[src/rtl/vga_timing_gen.sv]
// Raster timing generator: pixel coordinates plus hsync/vsync/blank and line/frame
// strobes, all registered together so every output describes the pixel in hcount/vcount.
module vga_timing_gen #(
   parameter int H_ACTIVE  = 1024,
   parameter int H_FP      = 24,
   parameter int H_SYNC    = 136,
   parameter int H_BP      = 160,
   parameter int V_ACTIVE  = 768,
   parameter int V_FP      = 3,
   parameter int V_SYNC    = 6,
   parameter int V_BP      = 29,
   parameter bit HSYNC_POL = 1'b0,
   parameter bit VSYNC_POL = 1'b0,
   parameter int HW        = 11,
   parameter int VW        = 10
) (
   input  logic          clk,
   input  logic          rst,
   input  logic          pix_en,
   output logic [HW-1:0] hcount,
   output logic [VW-1:0] vcount,
   output logic          hsync,
   output logic          vsync,
   output logic          blank,
   output logic          line_start,
   output logic          frame_start,
   output logic [7:0]    frame_count
);

   localparam int H_TOTAL = H_ACTIVE + H_FP + H_SYNC + H_BP;
   localparam int V_TOTAL = V_ACTIVE + V_FP + V_SYNC + V_BP;

   // One extra bit so sync-end boundaries equal to the total never overflow.
   localparam logic [HW:0] H_LAST   = (HW+1)'(H_TOTAL - 1);
   localparam logic [HW:0] H_ACT    = (HW+1)'(H_ACTIVE);
   localparam logic [HW:0] HS_START = (HW+1)'(H_ACTIVE + H_FP);
   localparam logic [HW:0] HS_END   = (HW+1)'(H_ACTIVE + H_FP + H_SYNC);
   localparam logic [VW:0] V_LAST   = (VW+1)'(V_TOTAL - 1);
   localparam logic [VW:0] V_ACT    = (VW+1)'(V_ACTIVE);
   localparam logic [VW:0] VS_START = (VW+1)'(V_ACTIVE + V_FP);
   localparam logic [VW:0] VS_END   = (VW+1)'(V_ACTIVE + V_FP + V_SYNC);

   logic [HW-1:0] h_next;
   logic [VW-1:0] v_next;
   logic [HW:0]   h_cur_x, h_nx;
   logic [VW:0]   v_cur_x, v_nx;
   logic          h_wrap, frame_wrap;
   logic          hsync_next, vsync_next, blank_next;

   always_comb begin
      // NOTE: every signal gets a default first so no path through the block infers a latch.
      h_next     = hcount;
      v_next     = vcount;
      h_cur_x    = {1'b0, hcount};
      v_cur_x    = {1'b0, vcount};
      h_wrap     = (h_cur_x >= H_LAST);
      frame_wrap = h_wrap && (v_cur_x >= V_LAST);

      h_next = h_wrap ? '0 : hcount + 1'b1;
      // Out-of-range lines snap back to 0 on the next enabled edge.
      if (v_cur_x > V_LAST)
         v_next = '0;
      else if (h_wrap)
         v_next = (v_cur_x >= V_LAST) ? '0 : vcount + 1'b1;

      h_nx       = {1'b0, h_next};
      v_nx       = {1'b0, v_next};
      hsync_next = (h_nx >= HS_START && h_nx < HS_END) ? HSYNC_POL : ~HSYNC_POL;
      vsync_next = (v_nx >= VS_START && v_nx < VS_END) ? VSYNC_POL : ~VSYNC_POL;
      blank_next = (h_nx >= H_ACT) || (v_nx >= V_ACT);
   end

   // NOTE: state uses non-blocking assignments so all registers update from pre-edge values.
   always_ff @(posedge clk) begin
      // NOTE: reset is synchronous; it is just the highest-priority branch of the clocked block.
      if (rst) begin
         hcount      <= '0;
         vcount      <= '0;
         frame_count <= '0;
         hsync       <= ~HSYNC_POL;
         vsync       <= ~VSYNC_POL;
         blank       <= 1'b0;
         line_start  <= 1'b1;
         frame_start <= 1'b1;
      end else if (pix_en) begin
         hcount      <= h_next;
         vcount      <= v_next;
         hsync       <= hsync_next;
         vsync       <= vsync_next;
         blank       <= blank_next;
         line_start  <= (h_next == '0);
         frame_start <= (h_next == '0) && (v_next == '0);
         if (frame_wrap)
            frame_count <= frame_count + 8'd1;
      end
   end

endmodule

[config.mk]
export PLATFORM = sky130hd
export DESIGN_NAME = vga_timing_gen
export DESIGN_NICKNAME = d
export VERILOG_FILES = /design/src/rtl/vga_timing_gen.sv
export SDC_FILE = /design/constraint.sdc
export NUM_CORES = 1
export LEC_CHECK = 0
export BUFFER_PORTS_ARGS = -buffer_cell sky130_fd_sc_hd__clkbuf_2
export CAP_MARGIN = 20
export CORE_MARGIN = 2
export CORE_UTILIZATION = 40
export DETAILED_ROUTE_END_ITERATION = 6
export PLACE_DENSITY_LB_ADDON = 0.15
export SLEW_MARGIN = 20
export SYNTH_ARGS = -nofsm -noshare
export SYNTH_HDL_FRONTEND = slang
export SYNTH_SLANG_ARGS = --single-unit
[constraint.sdc]
create_clock -name clk -period 3.6 [get_ports clk]
set_input_delay 0.72 -clock clk [delete_from_list [all_inputs] [get_ports clk]]
set_output_delay 0.72 -clock clk [all_outputs]
set_load 0.005 [all_outputs]
======== Word-level counts from Yosys, hierarchy flattened ========
Index checks and enable logic that the tools add are counted.
word-level totals
  bits in registers ....................... 34
  output and inout port bits .............. 34
cells by class
  mux-type cells .......................... 6
  magnitude comparators ................... 9
  add/sub/neg operators ................... 3
  reductions and logical operators ........ 8
operators with widths
  cell                   number
  $ge 11x11->1 const B   3
  $ge 10x10->1 const B   3
  $mux 10                3
  $add 11x1->11 const B  1
  $logic_not 11->1       1
  $lt 11x11->1 const B   1
  $mux 11                1
  $add 10x1->10 const B  1
  $gt 10x10->1 const B   1
  $logic_not 10->1       1
  $lt 10x10->1 const B   1
  $add 8x1->8 const B    1
  $logic_and 1x1->1      4
  $mux 1                 2
  $reduce_and 2->1       1
  $logic_or 1x1->1       1

======== Depth between registers and ports, before layout ========
  depth in word-level cells ............... 7
  mapped depth ............................ 10
  gate-level depth less buffers ........... 8

======== Worst setup path before layout ========
OpenSTA, ideal clock, no wires.
  kind .................................... reg-to-reg
  from .................................... reg hcount[0]
  to ...................................... reg vsync
  buffers on the path ..................... 2
  path slack .............................. 1.394 ns
  library setup time ...................... 0.125 ns
  arrival ................................. 2.081 ns
  period minus slack after synthesis ...... 2.206 ns
  stages on the path, launching flop included .. 10
  path through ............................ dfxtp_1 > ha_1 > buf_2 > a21oi_1 > o21a_4 > buf_6 > o31a_1 > a211oi_2 > o31ai_1 > o41a_1
on the way
  cells in the longest elaborated chain, start to end .. 6
  elaborated cells on any way between the ends .. 7
ends and longest elaborated chain
  what                                                 line  RTL
  from (decl)                                          20    output logic [HW-1:0] hcount,
  from (signal assigned)                               86    hcount <= h_next;
  $ge 11x11->1 *                                       56    h_wrap = (h_cur_x >= H_LAST);
  $mux 10 *                                            63    else if (h_wrap)
  $mux 10 *                                            61    if (v_cur_x > V_LAST)
  $ge 10x10->1 / $lt 10x10->1 (equally long branches)  69    vsync_next = (v_nx >= VS_START && v_nx < VS_END) ? VSYNC_POL : ~VSYNC_POL;
  $logic_and 1x1->1 *                                  69
  $mux 1 *                                             69
  to (signal assigned)                                 81    vsync <= ~VSYNC_POL;
  to (signal assigned)                                 89    vsync <= vsync_next;
  to (decl)                                            23    output logic vsync,
Every way passes the cells marked *; elsewhere a longest branch is shown, timed or not.
A chain may end at the register's enable or synchronous reset.

======== Final worst setup path ========
Ends and elaborated chain as after synthesis.

==> results_tabular.tex <==
\begin{tabular}{lr}
\hline
Metric & Value \\
\hline
\multicolumn{2}{l}{\textbf{Synth}} \\
Cell count after synthesis & 304 \\
Synthesized area per cell & 7.52 µm² \\
Leading cell types by total area after synthesis & dfxtp\_1, a21oi\_1, o21ai\_0 \\
Post-synthesis cell type count & between 50 and 60 \\
EDFF count, synth & 0 \\
Most frequent cell after synthesis & dfxtp\_1 \\
Synthesized net count & between 300 and 400 \\
Most area-hungry cell type in the Yosys netlist & dfxtp\_1 \\
Seq cells post-synth & 34 \\
Share of synthesized registers carrying an async set or reset & 0\% \\
Cell area after technology mapping & 2290 µm² \\
Top\_reg\_cell synth & dfxtp\_1 \\
Synth top cells by count & dfxtp\_1, nor2\_1, a21oi\_1, o21ai\_0, nand2\_1 \\
Share of the yosys chip area belonging to registers & 29.8\% \\
Area share of the largest cell type after synthesis & 29.8\% \\
Synth warn & 0 \\
\multicolumn{2}{l}{\textbf{Global route}} \\
Global route total overflow & 0 \\
All-Layer GR Usage & 20.0\% \\
Vias in the first global route & $\sim$2,000 \\
Maximum number of pins on one net before global-route repair & 35 \\
First-pass GRT wire length & 10.1 mm \\
Initial antenna violation count & 0 \\
\multicolumn{2}{l}{\textbf{Cells and area}} \\
Diode count & 0 \\
Number of filler cells placed in the layout & 554 \\
Non-filler instance count after layout & 398 \\
Total area of multi-input combinational cells & roughly 1500 µm² \\
Area Overhead vs Synth & 13.5\% \\
Fraction of final layout cells sized beyond drive strength 1 & around 17\% \\
Area used by sequential logic in the layout & 681 µm² \\
Post-layout net count & 333 \\
\multicolumn{2}{l}{\textbf{STA}} \\
Top achievable clock speed & 371 MHz \\
Hold Fails Final Rpt & 0 \\
Final Slew Violations & 0 \\
Summed negative setup slack over all endpoints & 0 ns \\
Number of endpoints failing setup at the final stage & 0 \\
Min cycle time layout & 2.70 ns \\
Clock Skew & 0.00980 ns \\
Unrepaired setup endpoints after global routing & no \\
Worst Max-Slew Pin Slew & 0.721 ns \\
Final worst setup slack & 0.905 ns \\
Worst-case hold slack & 0.503 ns \\
Fraction of the cycle the final worst path needs & about 75\% \\
Headroom to the max-slew limit & about 52\% \\
\multicolumn{2}{l}{\textbf{Clock network}} \\
Clock-pin slew on the worst setup and hold paths & 0.08 ns \\
Insertion delay to the later sink of the worst-skew pair & 0.30 ns \\
Post-CTS setup buffers & 0 \\
CTS buffer count & 5 \\
Clk sinks & 34 \\
CTS hold repair buffers & 0 \\
Buffer cell driving the clock tree root & clkbuf\_8 \\
Resized cells post-CTS & 0 \\
CTS tree & built \\
Deepest level of the CTS H-tree & 2 \\
Buffers from clock root to sink, at most & 2 \\
\multicolumn{2}{l}{\textbf{Job}} \\
Max-cap violations & 0 \\
\multicolumn{2}{l}{\textbf{Worst setup path}} \\
Start-to-end type of the worst setup path & register to register \\
CP Data Required Time & $\sim$3.8 ns \\
Top fanout value on the critical path & 14 \\
Arrival time reported for the critical path endpoint & 2.88 ns \\
Worst setup EP type & register \\
Critical Path Start Type & register \\
Register-to-register path setup slack & 0.90 ns \\
\multicolumn{2}{l}{\textbf{Outcome}} \\
Status & finished, final reports clean \\
\multicolumn{2}{l}{\textbf{Die}} \\
Num rows & 27 \\
Die boundary width & 79.6 µm \\
Area of the die & $\sim$6300 µm² \\
Vertical die dimension & 79.6 µm \\
Core Area & 5510 µm² \\
Initial core utilization & 41.5\% \\
IO Count & 37 \\
\multicolumn{2}{l}{\textbf{Power}} \\
Pwr Density & 334 nW/µm² \\
Largest vdd supply drop & roughly 0.00019 V \\
Leakage power & 0.922 nW \\
\multicolumn{2}{l}{\textbf{Placement}} \\
Pre-CTS worst setup slack & 0.933 ns \\
\# port buffers & 36 \\
Final RePlAce weighted congestion & 0.903 \\
Detail Placement HPWL & 4.16 mm \\
Cells after DPL & 390 \\
\multicolumn{2}{l}{\textbf{Detailed routing}} \\
Residual DRC count & 0 \\
Number of vias in the routed layout & roughly 2,300 \\
First drt pass iteration count & 5 \\
Via density per instance & 5.82 \\
Total routed wirelength & $\sim$6.1 mm \\
Post-DR wirelength/cell & between 15 and 20 µm \\
First-iteration detailed-routing DRC count & 175 \\
Final antenna-violating net count & 0 \\
\multicolumn{2}{l}{\textbf{Hold path}} \\
Tightest Hold Check Type & register to register \\
\hline
\end{tabular}
## through the flow
stage / utilization, % / total power [mW] / area [µm²]
after floorplan: - / 0.425 / 2290
after global placement: 44.6 / 0.441 / 2460
after detailed placement: 44.6 / 0.442 / 2460
after CTS: 47.1 / 0.878 / 2590
after global routing: 47.1 / 0.901 / 2590
final: 47.1 / 0.868 / 2590
## power by group
part	switching, mW	internal, mW	total (mW)
clock network	0.157	0.278	0.435
logic	0.0287	0.0160	0.0447
registers	0.00678	0.381	0.388
total	0.193	0.675	0.868
## path summary, 6_finish.rpt
kind | from | to | depth (start not counted)
hold reg to reg | line_start | line_start | 2
setup reg to reg | hcount[0] | vsync | 7
hold / removal | line_start | line_start | 2
setup / recovery | hcount[0] | vsync | 7
## cells by family after synthesis
group                      synth area share [%]
and+or+nand+nor                            29.0
AOI/OAI and AO/OA                          26.7
buffers and inverters                      6.67
DFF                                        29.8
xor gates and xnor gates                   4.60
adders and majority gates                  2.74
muxes                                     0.438
## flip-flops by register name, summed over array words and instances (netlist names)
| signal | cells |
|---|---|
| frame_start | 1 |
| line_start | 1 |
| vsync | 1 |
| vcount | 10 |
| hsync | 1 |
| blank | 1 |
| hcount | 11 |
| frame_count | 8 |
## placed cells by master (no fill, tap or decap), types with 2 or more instances in the layout
cell type  instances
a22oi_1            6
o31ai_1            2
a31oi_1            4
nand4b_1           2
ha_1               5
nand4_1            7
a31o_2             2
nand2_1           24
and3_1             3
nor3_1            13
nor2b_1            2
and4_1             2
nand3_1           14
clkbuf_2          36
bufinv_16          2
a32oi_1            2
dfxtp_1           34
xnor2_1            8
a2bb2oi_1          2
o21ai_0           25
o211ai_1           2
clkbuf_8           5
nor4_1             7
a211oi_1           5
inv_1             10
or3_1              6
nand3b_1           2
o22ai_1            4
nor2_1            31
a21oi_1           26
o21a_1             2
nand2b_1           3
xor2_1             4
buf_4              2
and2_1             2
## area by class of cell
cell class | count | share of cell area, %
Clock inverter | 3 | 2.65
Clock buffer | 5 | 2.65
Tap cell | 72 | 3.47
Inverter | 10 | 1.45
Sequential cell | 34 | 26.2
Multi-Input combinational cell | 236 | 56.0
Timing Repair Buffer | 38 | 7.52
## per-layer routing
layer	vias up	global-route usage, %	part of all wire, %
met5	-	0	0
met4	0	5.34	0.79
met3	5	4.30	4.6
met2	56	31.3	46
met1	1094	27.7	48
li1	1163	-	-
## critical path, cell delays in order, from the launching register on
cell      delay (ns)
dfxtp_1         0.49
ha_1            0.42
a21oi_1         0.11
o21ai_0         0.40
nand2_1         0.45
a211oi_1        0.30
o31ai_1         0.12
o41a_1          0.31
(Power assumes the default switching activity.)
